===== src/rtl/modbus_rtu_master.sv =====
// Modbus RTU initiator: sends function 03/06 requests over a UART byte stream,
// drives the RS485 direction pin and parses the responder's reply.
module modbus_rtu_master #(
    parameter int MAX_REGS    = 16,
    parameter int TIMEOUT_CYC = 10_000_000,
    parameter int GAP_CYC     = 33_420
) (
    input  logic        clk_100m,
    input  logic        rst_n,
    input  logic        cmd_valid,
    output logic        cmd_ready,
    input  logic        cmd_func,
    input  logic [7:0]  cmd_slave,
    input  logic [15:0] cmd_reg,
    input  logic [4:0]  cmd_cnt,
    input  logic [15:0] cmd_wdata,
    output logic [7:0]  tx_data,
    output logic        tx_valid,
    input  logic        tx_ready,
    input  logic        tx_idle,
    input  logic [7:0]  rx_data,
    input  logic        rx_valid,
    output logic        con,
    output logic [15:0] rd_word,
    output logic        rd_word_valid,
    output logic [3:0]  rd_word_idx,
    output logic        done,
    output logic [2:0]  err,
    output logic [7:0]  exc_code
);
    localparam int TW = $clog2((TIMEOUT_CYC > GAP_CYC) ? TIMEOUT_CYC : GAP_CYC) + 1;

    typedef enum logic [3:0] {
        S_IDLE, S_CHECK_CMD, S_TX, S_DRAIN, S_RX_WAIT, S_RX, S_CHECK, S_EMIT, S_DONE
    } state_t;

    state_t        r_state, w_nxt;
    logic [2:0]    w_err;
    logic          r_en;
    logic [2:0]    r_err;
    logic [7:0]    r_exc_code;
    logic          r_func;
    logic [7:0]    r_slave;
    logic [15:0]   r_reg, r_wdata;
    logic [4:0]    r_cnt;
    logic [2:0]    r_idx;
    logic [15:0]   r_crc, r_rcrc;
    logic [5:0]    r_rxcnt, r_explen;
    logic [TW-1:0] r_tmr;
    logic          r_exc, r_fmt;
    logic [3:0]    r_widx;
    logic [15:0]   r_buf [0:MAX_REGS-1];
    logic [7:0]    w_fcode, w_txbyte;
    logic          w_rx_take, w_last, w_buf_wr;
    logic [3:0]    w_bidx;

    function automatic logic [15:0] crc_upd(input logic [15:0] c, input logic [7:0] b);
        logic [15:0] x;
        x = c ^ {8'h00, b};
        for (int i = 0; i < 8; i++)
            x = x[0] ? ((x >> 1) ^ 16'hA001) : (x >> 1);
        return x;
    endfunction

    assign w_fcode   = r_func ? 8'h06 : 8'h03;
    assign w_rx_take = rx_valid && ((r_state == S_RX_WAIT) || (r_state == S_RX));
    assign w_last    = (r_rxcnt + 6'd1) == r_explen;
    assign w_buf_wr  = !r_func && !r_exc && (r_rxcnt >= 6'd3) && (r_rxcnt < (6'd3 + {r_cnt, 1'b0}));
    assign w_bidx    = 4'((r_rxcnt - 6'd3) >> 1);

    always_comb begin
        w_txbyte = 8'h00;
        case (r_idx)
            3'd0: w_txbyte = r_slave;
            3'd1: w_txbyte = w_fcode;
            3'd2: w_txbyte = r_reg[15:8];
            3'd3: w_txbyte = r_reg[7:0];
            3'd4: w_txbyte = r_func ? r_wdata[15:8] : 8'h00;
            3'd5: w_txbyte = r_func ? r_wdata[7:0] : {3'b000, r_cnt};
            3'd6: w_txbyte = r_crc[7:0];
            default: w_txbyte = r_crc[15:8];
        endcase
    end

    assign cmd_ready     = r_en && (r_state == S_IDLE);
    assign tx_valid      = (r_state == S_TX);
    assign tx_data       = tx_valid ? w_txbyte : 8'h00;
    assign con           = (r_state == S_TX) || (r_state == S_DRAIN);
    assign rd_word_valid = (r_state == S_EMIT);
    assign rd_word       = rd_word_valid ? r_buf[r_widx] : 16'h0000;
    assign rd_word_idx   = rd_word_valid ? r_widx : 4'd0;
    assign done          = (r_state == S_DONE);
    assign err           = done ? r_err : 3'd0;
    assign exc_code      = r_exc_code;

    always_ff @(posedge clk_100m) begin
        if (!rst_n) r_state <= S_IDLE;
        else        r_state <= w_nxt;
    end

    always_comb begin
        w_nxt = r_state;
        w_err = 3'd0;
        case (r_state)
            S_IDLE:      if (cmd_valid && cmd_ready) w_nxt = S_CHECK_CMD;
            S_CHECK_CMD: begin
                if (!r_func && ((r_cnt == 5'd0) || ({27'd0, r_cnt} > 32'(MAX_REGS)))) begin
                    w_nxt = S_DONE;
                    w_err = 3'd5;
                end else begin
                    w_nxt = S_TX;
                end
            end
            S_TX:        if (tx_ready && (r_idx == 3'd7)) w_nxt = S_DRAIN;
            // Broadcast writes get no reply, so finish as soon as the line is released.
            S_DRAIN:     if (tx_idle) w_nxt = (r_func && (r_slave == 8'h00)) ? S_DONE : S_RX_WAIT;
            S_RX_WAIT: begin
                if (rx_valid) w_nxt = S_RX;
                else if (r_tmr == TW'(TIMEOUT_CYC - 1)) begin
                    w_nxt = S_DONE;
                    w_err = 3'd1;
                end
            end
            S_RX: begin
                if (rx_valid) begin
                    if (w_last) w_nxt = S_CHECK;
                end else if (r_tmr == TW'(GAP_CYC - 1)) begin
                    w_nxt = S_DONE;
                    w_err = 3'd4;
                end
            end
            S_CHECK: begin
                w_nxt = S_DONE;
                if (r_rcrc != 16'h0000) w_err = 3'd2;
                else if (r_exc)         w_err = 3'd3;
                else if (r_fmt)         w_err = 3'd4;
                else if (!r_func)       w_nxt = S_EMIT;
            end
            S_EMIT:      if ({1'b0, r_widx} == (r_cnt - 5'd1)) w_nxt = S_DONE;
            S_DONE:      w_nxt = S_IDLE;
            default:     w_nxt = S_IDLE;
        endcase
    end

    always_ff @(posedge clk_100m) begin
        if (!rst_n) begin
            r_en       <= 1'b0;
            r_err      <= 3'd0;
            r_exc_code <= 8'h00;
        end else begin
            r_en <= 1'b1;
            if (w_nxt == S_DONE) r_err <= w_err;
            if (cmd_valid && cmd_ready) r_exc_code <= 8'h00;
            else if (w_rx_take && (r_rxcnt == 6'd2) && r_exc) r_exc_code <= rx_data;
        end
    end

    // Running CRC over the whole reply, including its CRC bytes, ends at zero when intact.
    always_ff @(posedge clk_100m) begin
        case (r_state)
            S_IDLE: if (cmd_valid && cmd_ready) begin
                r_func  <= cmd_func;
                r_slave <= cmd_slave;
                r_reg   <= cmd_reg;
                r_cnt   <= cmd_cnt;
                r_wdata <= cmd_wdata;
                r_idx   <= 3'd0;
                r_crc   <= 16'hFFFF;
            end
            S_CHECK_CMD: begin
                r_explen <= r_func ? 6'd8 : (6'd5 + {r_cnt, 1'b0});
                r_rcrc   <= 16'hFFFF;
                r_rxcnt  <= 6'd0;
                r_exc    <= 1'b0;
                r_fmt    <= 1'b0;
                r_widx   <= 4'd0;
            end
            S_TX: if (tx_ready) begin
                r_idx <= r_idx + 3'd1;
                if (r_idx < 3'd6) r_crc <= crc_upd(r_crc, w_txbyte);
            end
            S_DRAIN: r_tmr <= '0;
            S_RX_WAIT, S_RX: begin
                if (rx_valid) begin
                    r_tmr   <= '0;
                    r_rxcnt <= r_rxcnt + 6'd1;
                    r_rcrc  <= crc_upd(r_rcrc, rx_data);
                    case (r_rxcnt)
                        6'd0: if (rx_data != r_slave) r_fmt <= 1'b1;
                        6'd1: begin
                            if (rx_data == (w_fcode | 8'h80)) begin
                                r_exc    <= 1'b1;
                                r_explen <= 6'd5;
                            end else if (rx_data != w_fcode) r_fmt <= 1'b1;
                        end
                        6'd2: if (!r_exc && (rx_data != (r_func ? r_reg[15:8] : {2'b00, r_cnt, 1'b0}))) r_fmt <= 1'b1;
                        6'd3: if (r_func && !r_exc && (rx_data != r_reg[7:0])) r_fmt <= 1'b1;
                        6'd4: if (r_func && !r_exc && (rx_data != r_wdata[15:8])) r_fmt <= 1'b1;
                        6'd5: if (r_func && !r_exc && (rx_data != r_wdata[7:0])) r_fmt <= 1'b1;
                        default: ;
                    endcase
                    if (w_buf_wr) begin
                        if (r_rxcnt[0]) r_buf[w_bidx][15:8] <= rx_data;
                        else            r_buf[w_bidx][7:0]  <= rx_data;
                    end
                end else begin
                    r_tmr <= r_tmr + 1'b1;
                end
            end
            S_EMIT: r_widx <= r_widx + 4'd1;
            default: ;
        endcase
    end
endmodule


===== config.mk =====
export PLATFORM = sky130hd
export DESIGN_NAME = modbus_rtu_master
export DESIGN_NICKNAME = d
export VERILOG_FILES = /design/src/rtl/modbus_rtu_master.sv
export SDC_FILE = /design/constraint.sdc
export NUM_CORES = 1
export LEC_CHECK = 0
export ABC_AREA = 1
export CAP_MARGIN = 20
export CORE_UTILIZATION = 26
export CTS_BUF_LIST = sky130_fd_sc_hd__clkbuf_4
export DETAILED_ROUTE_END_ITERATION = 10
export GPL_ROUTABILITY_DRIVEN = 1
export PLACE_DENSITY = 0.47
export SETUP_SLACK_MARGIN = 0.15
export SLEW_MARGIN = 20
export SYNTH_ARGS = -nofsm -noshare
export SYNTH_HDL_FRONTEND = slang
export SYNTH_SLANG_ARGS = --single-unit

===== constraint.sdc =====
create_clock -name clk_100m -period 4.5 [get_ports clk_100m]
set_clock_uncertainty 0.15 [all_clocks]
set_input_delay 0.675 -clock clk_100m [delete_from_list [all_inputs] [get_ports clk_100m]]
set_output_delay 0.675 -clock clk_100m [all_outputs]
set_load 0.05 [all_outputs]

==> flow_metrics.py, run 1 <==
metrics = {
    "power_and_ir_drop": {
        "powerDensity_nw_per_um2": 365,
        "p_leak_nw": 7.89,
        "p_total_w": 0.00814,
        "irDropWorstVdd_mv": 0.151,
    },
    "floorplan": {
        "coreArea_um2": 70500,
        "row_count": 97,
        "die_w_um": 270,
        "io_pins": 104,
        "start_util": 0.265,
        "chipHeight_um": 270,
        "die_area_um2": 72800,
    },
    "layout": {
        "syn_to_final_growth_pct": 19.6,
        "final_util": 0.317,
        "drive_above_1_share": 0.155,
        "nets": 2023,
        "nFillCells": 7247,
        "largest_register_ff_count": 256,
        "instances_no_fill": 2976,
        "regMostFlops": "r_buf",
        "reg_top3": "r_buf: 256 flops, r_tmr: 25 flops",
    },
    "global_routing": {
        "track_usage": 0.154,
        "grt_pass1_wl_um": 85900,
        "overflow": 0,
        "grt_antenna_before_repair": 5,
        "first_global_vias": 13800,
        "grt_max_degree": 65,
    },
    "routing": {
        "wl_um": 57300,
        "drt-vias-per-instance": 4.73,
        "num_vias": 14100,
        "wl_per_cell_um": 19.3,
        "ant_nets": 0,
        "dr.pass1.iters": 7,
        "drc": 0,
        "drtIter0Drc": 1232,
    },
    "clock_network": {
        "clkLatencyLatePin_ps": 860,
        "cts.sinks": 400,
        "cts_made_buffers": 107,
        "cts_tree": "built",
        "h-tree-depth": 3,
        "root_buffer": "clkbuf_4",
        "clock_path_buffers": 3,
        "clkTransAtPathRegs_ps": 70,
        "hold_buffers": 0,
    },
    "sta": {
        "period_share": 0.907,
        "finalSetupViolCount": 0,
        "slew_violations": 0,
        "hold_viol_final": 0,
        "period_needed_ps": 4080,
        "fmax_mhz": 245,
        "rsz0062_at_grt": "false",
        "setup_tns_ps": 0,
        "maxSlewHeadroom": 0.332,
        "tightest_slew_ps": 1000,
    },
    "logic_synthesis": {
        "syn_avg_cell_area_um2": 10.7,
        "synth_nets": 1834,
        "syn_inst": 1751,
        "synthFlopType": "edfxtp_1",
        "synth_top_area_share": 0.612,
        "ys_types": 50,
        "netlist_area_um2": 18700,
        "synth.ff_latch_count": 400,
        "seq_area_frac_synth": 0.633,
        "async_reset_ff_frac": 0,
        "synth_area_leaders": "edfxtp_1 (61%), nor2_1 (5.6%), nand2_1 (4.6%)",
        "ys_top_cells_by_count": "edfxtp_1 (380), nor2_1 (276), nand2_1 (227)",
        "synth_edf_count": 380,
        "yosysMostFrequentCell": "edfxtp_1",
        "yosysTopAreaCell": "edfxtp_1",
        "yosysWarnings": 0,
    },
    "setup_path": {
        "regToRegSetupSlack_ps": 1120,
        "timing.critical_path.to_type": "primary output",
        "cp.arrival_ps": 3260,
        "required_ps": 3670,
        "cp_max_fo": 62,
        "worstSetupPathType": "reg2out",
        "critPathLaunchType": "flop",
    },
    "placed_design": {
        "gp_congestion": 0.896,
        "dp_hpwl_um": 39200,
        "placed_cells": 2769,
        "port_buffers": 103,
    },
    "flow_run": {
        "drv_cap": 0,
    },
    "run_status": {
        "status": "completed",
    },
    "min_path": {
        "hold_path_class": "in2reg",
    },
}
==> cells in the final DEF (no fill, tap or decap), types with 22 or more instances in the layout <==
master,n
nand2_1,226
ha_1,22
edfxtp_1,380
inv_1,121
clkbuf_4,155
xnor2_1,30
nand3_1,105
o21ai_0,165
o22ai_1,26
o221ai_1,44
clkdlybuf4s50_1,71
nor2_1,276
a21oi_1,56
nor3_1,23
buf_4,73
clkinv_1,36
==> repair_timing <==
action | 4_1_cts | 5_1_grt
cloned | 0 | 0
setup buffers | 1 | 1
endpoints found under the hold margin | 0 | 0
pin swaps | 0 | 0
gates resized for setup | 7 | 6
setup endpoints to repair | 10 | 7
==> per-stage QoR <==
step / setup WS, ps / hold WS (ps) / cell area [um2]
floorplan: 766 / 307 / 18700
global placement: 828 / 331 / 20900
detailed placement: 766 / 327 / 20900
CTS: 197 / 32.8 / 22300
global route: 166 / 69.2 / 22300
finish: 419 / 163 / 22300
==> per-layer routing <==
metal	share of wire	wire length [um]	global-route usage
met1	0.45	25700	0.210
met2	0.47	26800	0.244
met3	0.063	3610	0.0341
met4	0.020	1170	0.0458
met5	0.00023	13	0
==> final timing paths <==
path	cells past startpoint	startpoint	to
worst min register to register	2	r_err[0]	r_err[0]
worst max-delay path	6	flop	rd_word[9]
worst min-delay path	1	rx_data[0]	r_buf[15][8]
worst max register to register	12	r_cnt[2]	r_buf[5][3]
==> critical path: stages (launching register included) <==
cell and delay [ps]:
dfxtp_2 390, buf_4 570, o21ai_0 210, o22ai_1 320, o211ai_1 240, a21oi_1 390
buf_4 270
==> cells by family (layout without fill, tap and decap cells) <==
logic type,Yosys count,count (layout),share of synthesized area
and+or+nand+nor,716,716,0.170
DFF,400,400,0.633
AOI/OAI and AO/OA,348,348,0.113
buffers and inverters,213,495,0.0452
xor gates and xnor gates,51,51,0.0239
adders and majority gates,23,23,0.0154
other,0,3,0
==> cell type report <==
| type | instances | area [um2] | area share |
|---|---|---|---|
| multi-input cells | 1138 | 6010 | 0.269 |
| clock buffers | 155 | 1160 | 0.0521 |
| diodes | 3 | 7.51 | 0.000336 |
| well taps | 940 | 1180 | 0.0527 |
| clock inverters | 47 | 234 | 0.0105 |
| inverters | 133 | 504 | 0.0226 |
| repair buffers | 160 | 1410 | 0.0632 |
| flip-flops and latches | 400 | 11800 | 0.529 |
==> report_power, final <==
group	internal, W	switching, W
clock network	0.00166	0.00162
logic	0.000225	0.000470
registers	0.00411	0.0000571
total	0.00600	0.00214
Power figures use the tool's default switching activity.
==> inputs of run 2 (changes only) <==
CORE_ASPECT_RATIO = 0.5   (was default)
==> flow_metrics.py, run 2 (synthesis gave the netlist of run 1 again) <==
metrics = {
    "run_status": {
        "status": "completed",
    },
    "min_path": {
        "hold_path_class": "in2reg",
    },
    "clock_network": {
        "clkLatencyLatePin_ps": 870,
        "cts_tree": "built",
        "clock_path_buffers": 3,
        "clkTransAtPathRegs_ps": 70,
        "cts.sinks": 400,
        "hold_buffers": 0,
        "postCtsSetupBuffers": 0,
        "h-tree-depth": 3,
        "cts_made_buffers": 98,
        "root_buffer": "clkbuf_4",
    },
    "setup_path": {
        "cp_cell_sequence": "clkinv_2, buf_4, o21ai_0, o221ai_1, o211ai_1, a21oi_1, dlygate4sd2_1",
        "critPathTopFamily": "buffers and inverters",
        "cp.arrival_ps": 3230,
        "slowest_delay_ps": 560,
        "worstSetupPathType": "reg2out",
        "crit_buf_inv": 3,
        "cp_max_fo": 35,
        "timing.critical_path.to_type": "primary output",
        "required_ps": 3670,
        "critPathLaunchType": "flop",
        "crit_slowest_cell": "dlygate4sd2_1",
    },
    "sta": {
        "whs_ps": 173,
        "finalSetupViolCount": 0,
        "rsz0062_at_grt": "false",
        "setup_tns_ps": 0,
        "setup_slack_ps": 443,
        "hold_viol_final": 0,
        "maxSlewHeadroom": 0.369,
        "period_share": 0.902,
        "slew_violations": 0,
        "tightest_slew_ps": 945,
        "period_needed_ps": 4060,
        "fmax_mhz": 246,
    },
    "power_and_ir_drop": {
        "p_leak_nw": 7.95,
        "irDropWorstVdd_mv": 0.147,
        "powerDensity_nw_per_um2": 364,
        "p_comb_frac": 0.087,
        "power_frac_seq": 0.511,
        "swShare": 0.262,
        "p_int_w": 0.00601,
        "clockPowerShare": 0.402,
        "switching_power_w": 0.00213,
    },
    "floorplan": {
        "row_count": 69,
        "io_pins": 104,
        "die_area_um2": 72900,
        "chipHeight_um": 191,
        "start_util": 0.263,
        "die_w_um": 381,
        "coreArea_um2": 71000,
    },
    "layout": {
        "reg_top3": "r_buf: 256 flops, r_tmr: 25 flops",
        "instances_no_fill": 2977,
        "nets": 2022,
        "drive_above_1_share": 0.154,
        "final_common_cell": "edfxtp_1",
        "final_cell_mix": "edfxtp_1 (380), nor2_1 (276), nand2_1 (226)",
        "final_area_um2": 22400,
        "syn_to_final_growth_pct": 19.8,
        "nFillCells": 7303,
        "largest_register_ff_count": 256,
        "regMostFlops": "r_buf",
    },
    "global_routing": {
        "grt_max_degree": 65,
        "grt_pass1_wl_um": 86000,
        "grt_antenna_before_repair": 2,
        "overflow": 0,
        "first_global_vias": 13700,
        "track_usage": 0.156,
    },
    "routing": {
        "drtIter0Drc": 1224,
        "num_vias": 14000,
        "drt-vias-per-instance": 4.70,
        "drc": 0,
        "ant_nets": 0,
        "wl_per_cell_um": 19.3,
        "dr.pass1.iters": 5,
        "wl_um": 57500,
    },
    "placed_design": {
        "dp_hpwl_um": 38600,
        "dpl-instance-area_um2": 21000,
        "pre_cts_slack_ps": 903,
        "placed_cells": 2797,
        "gp_congestion": 0.860,
        "port_buffers": 103,
    },
    "flow_run": {
        "drv_cap": 0,
    },
}
[run 2: cell types whose count changed in the layout (fill, tap and decap cells not counted), sizes merged, moves of 2 or more]
cell / delta
diode: -2
clkinv: -22
dlygate4sd2: +7
dlymetal6s2s: +2
[run 2: metal layers]
layer	vias up	global-route usage	wire length (um)
met2	438	0.253	27100
met1	6773	0.208	25900
met5	-	0	0
met3	85	0.0302	3100
li1	6697	-	-
met4	0	0.0531	1380
[run 2: repair_timing]
item,in CTS,in global routing
resized for setup,12,6
endpoints found under the setup margin,14,5
cloned,0,0
[run 2: power by group through the flow]
stage | logic [W] | registers [W] | clock network [W]
final | 0.000705 | 0.00416 | 0.00328
after global routing | 0.000778 | 0.00416 | 0.00356
after CTS | 0.000708 | 0.00416 | 0.00338
after detailed placement | 0.000706 | 0.00424 | 0
after global placement | 0.000705 | 0.00425 | 0
after floorplan | 0.000434 | 0.00421 | 0
[run 2: stage by stage]
stage / power [W] / util
6_report: 0.00815 / 0.315
5_1_grt: 0.00851 / 0.315
3_3_place_gp: 0.00495 / 0.296
4_1_cts: 0.00825 / 0.315
3_5_place_dp: 0.00495 / 0.296
2_1_floorplan: 0.00465 / -
[run 2: cell type report]
class	instances	area, um2	share of cell area
multi-input combinational	1138	6010	0.269
clock buffer	154	1160	0.0517
timing repair buffer	168	1500	0.0670
tap	958	1200	0.0536
antenna	1	2.50	0.000112
clock inverter	25	175	0.00783
inverter	133	500	0.0224
sequential	400	11800	0.529
[run 2: worst paths after layout]
| kind | start | to | slack, ps | cells past startpoint |
|---|---|---|---|---|
| max reg2reg | r_cnt[0] | r_buf[2][15] | 1080 | 12 |
| min | rx_data[4] | r_buf[10][12] | 170 | 1 |
| max | flop | rd_word[4] | 440 | 7 |
| min reg2reg | r_err[0] | r_err[0] | 330 | 2 |
==> inputs of run 3 (changes only) <==
MAX_ROUTING_LAYER = met4   (was default)
SKIP_LAST_GASP = 1   (was default)
==> flow_metrics.py, run 3 (synthesis gave the netlist of run 1 again) <==
metrics = {
    "run_status": {
        "status": "completed",
    },
    "clock_network": {
        "clkLatencyLatePin_ps": 880,
        "clock_path_buffers": 3,
        "hold_buffers": 0,
        "postCtsSetupBuffers": 0,
        "cts_made_buffers": 98,
        "h-tree-depth": 3,
        "cts.sinks": 400,
        "cts_tree": "built",
        "clkTransAtPathRegs_ps": 70,
        "root_buffer": "clkbuf_4",
    },
    "floorplan": {
        "chipHeight_um": 191,
        "die_area_um2": 72900,
        "io_pins": 104,
        "die_w_um": 381,
        "row_count": 69,
        "start_util": 0.263,
        "coreArea_um2": 71000,
    },
    "power_and_ir_drop": {
        "p_comb_frac": 0.086,
        "switching_power_w": 0.00213,
        "p_total_w": 0.00814,
        "p_leak_nw": 7.95,
        "p_int_w": 0.00601,
        "swShare": 0.261,
        "powerDensity_nw_per_um2": 364,
        "power_frac_seq": 0.511,
        "irDropWorstVdd_mv": 0.148,
        "clockPowerShare": 0.402,
    },
    "min_path": {
        "hp-start": "rx_data[4]",
        "holdPathEnd": "r_buf[10][12]",
        "hold_path_class": "in2reg",
        "whs_path_depth": 1,
    },
    "routing": {
        "wl_per_cell_um": 19.3,
        "ant_nets": 0,
        "num_vias": 14000,
        "dr.pass1.iters": 5,
        "drc": 0,
        "drt-vias-per-instance": 4.71,
        "drtIter0Drc": 1305,
        "wl_um": 57500,
    },
    "setup_path": {
        "reg2regPathDepth": 12,
        "critPathLaunchType": "flop",
        "required_ps": 3670,
        "cp_max_fo": 35,
        "worstSetupPathType": "reg2out",
        "cp.arrival_ps": 3240,
        "timing.critical_path.to_type": "primary output",
        "timing.rr.start": "r_cnt[0]",
        "worst_r2r_endpoint": "r_buf[2][15]",
        "regToRegSetupSlack_ps": 1090,
    },
    "sta": {
        "rsz0062_at_grt": "false",
        "period_share": 0.903,
        "tightest_slew_ps": 955,
        "hold_viol_final": 0,
        "slew_violations": 0,
        "setup_tns_ps": 0,
        "maxSlewHeadroom": 0.363,
        "fmax_mhz": 246,
        "finalSetupViolCount": 0,
        "period_needed_ps": 4060,
    },
    "global_routing": {
        "grt_antenna_before_repair": 2,
        "grt_pass1_wl_um": 86000,
        "track_usage": 0.161,
        "first_global_vias": 13700,
        "grt_max_degree": 65,
        "overflow": 0,
    },
    "layout": {
        "nets": 2022,
        "syn_to_final_growth_pct": 19.8,
        "final_util": 0.315,
        "largest_register_ff_count": 256,
        "drive_above_1_share": 0.154,
        "final_common_cell": "edfxtp_1",
        "reg_top3": "r_buf: 256 flops, r_tmr: 25 flops",
        "final_cell_mix": "edfxtp_1 (380), nor2_1 (276), nand2_1 (226)",
        "regMostFlops": "r_buf",
        "nFillCells": 7303,
    },
    "placed_design": {
        "dp_hpwl_um": 38600,
        "gp_congestion": 0.874,
        "port_buffers": 103,
    },
    "flow_run": {
        "drv_cap": 0,
    },
}
## run 3: area by class of cell
cell class	count	area (um2)	share of cell area
antenna	1	2.50	0.000112
clock buffer	154	1160	0.0517
clock inverter	25	175	0.00783
inverter	133	500	0.0224
multi-input combinational	1138	6010	0.269
sequential	400	11800	0.529
tap	958	1200	0.0536
timing repair buffer	168	1500	0.0670
## run 3: power by group through the flow
stage | sequential, W | combinational (W) | clock [W]
2_1_floorplan | 0.00421 | 0.000434 | 0
3_3_place_gp | 0.00425 | 0.000705 | 0
3_5_place_dp | 0.00424 | 0.000706 | 0
4_1_cts | 0.00416 | 0.000708 | 0.00338
5_1_grt | 0.00416 | 0.000778 | 0.00357
6_report | 0.00416 | 0.000704 | 0.00328
## run 3: what timing repair did
item,4_1_cts,5_1_grt
hold endpoints to repair,0,0
resized for setup,12,6
setup endpoints to repair,14,5
## run 3: how the worst max path moves through the flow
stage               start          end  slack (ps)  cells after the start
5_1_grt          r_idx[2]   tx_data[7]         200                      9
6_report             flop   rd_word[4]         440                      7
3_3_place_gp         flop   rd_word[3]         900                      6
3_5_place_dp         flop   rd_word[3]         900                      6
4_1_cts              flop  rd_word[13]         160                      6
2_1_floorplan  r_state[1]  rd_word[11]         770                      6
## run 3: stage by stage
step	hold slack [ps]	setup slack, ps	cells	area, um2
floorplan	307	766	1751	18700
global placement	320	900	2797	21000
detailed placement	324	903	2797	21000
CTS	80.9	158	2976	22300
global route	101	204	2977	22400
finish	172	436	2977	22400
## run 3: critical path, cell delays in order, from the launching register on
cell and delay (ps):
dfxtp_4 450, clkinv_2 120, buf_4 330, o21ai_0 130, o221ai_1 230, o211ai_1 230, a21oi_1 260, dlygate4sd2_1 570
## run 3: layer usage
metal	share of wire	track usage	vias up
met2	0.47	0.253	421
met1	0.45	0.208	6809
met3	0.052	0.0306	93
met4	0.024	0.0531	0
met5	0	-	-
li1	-	-	6699
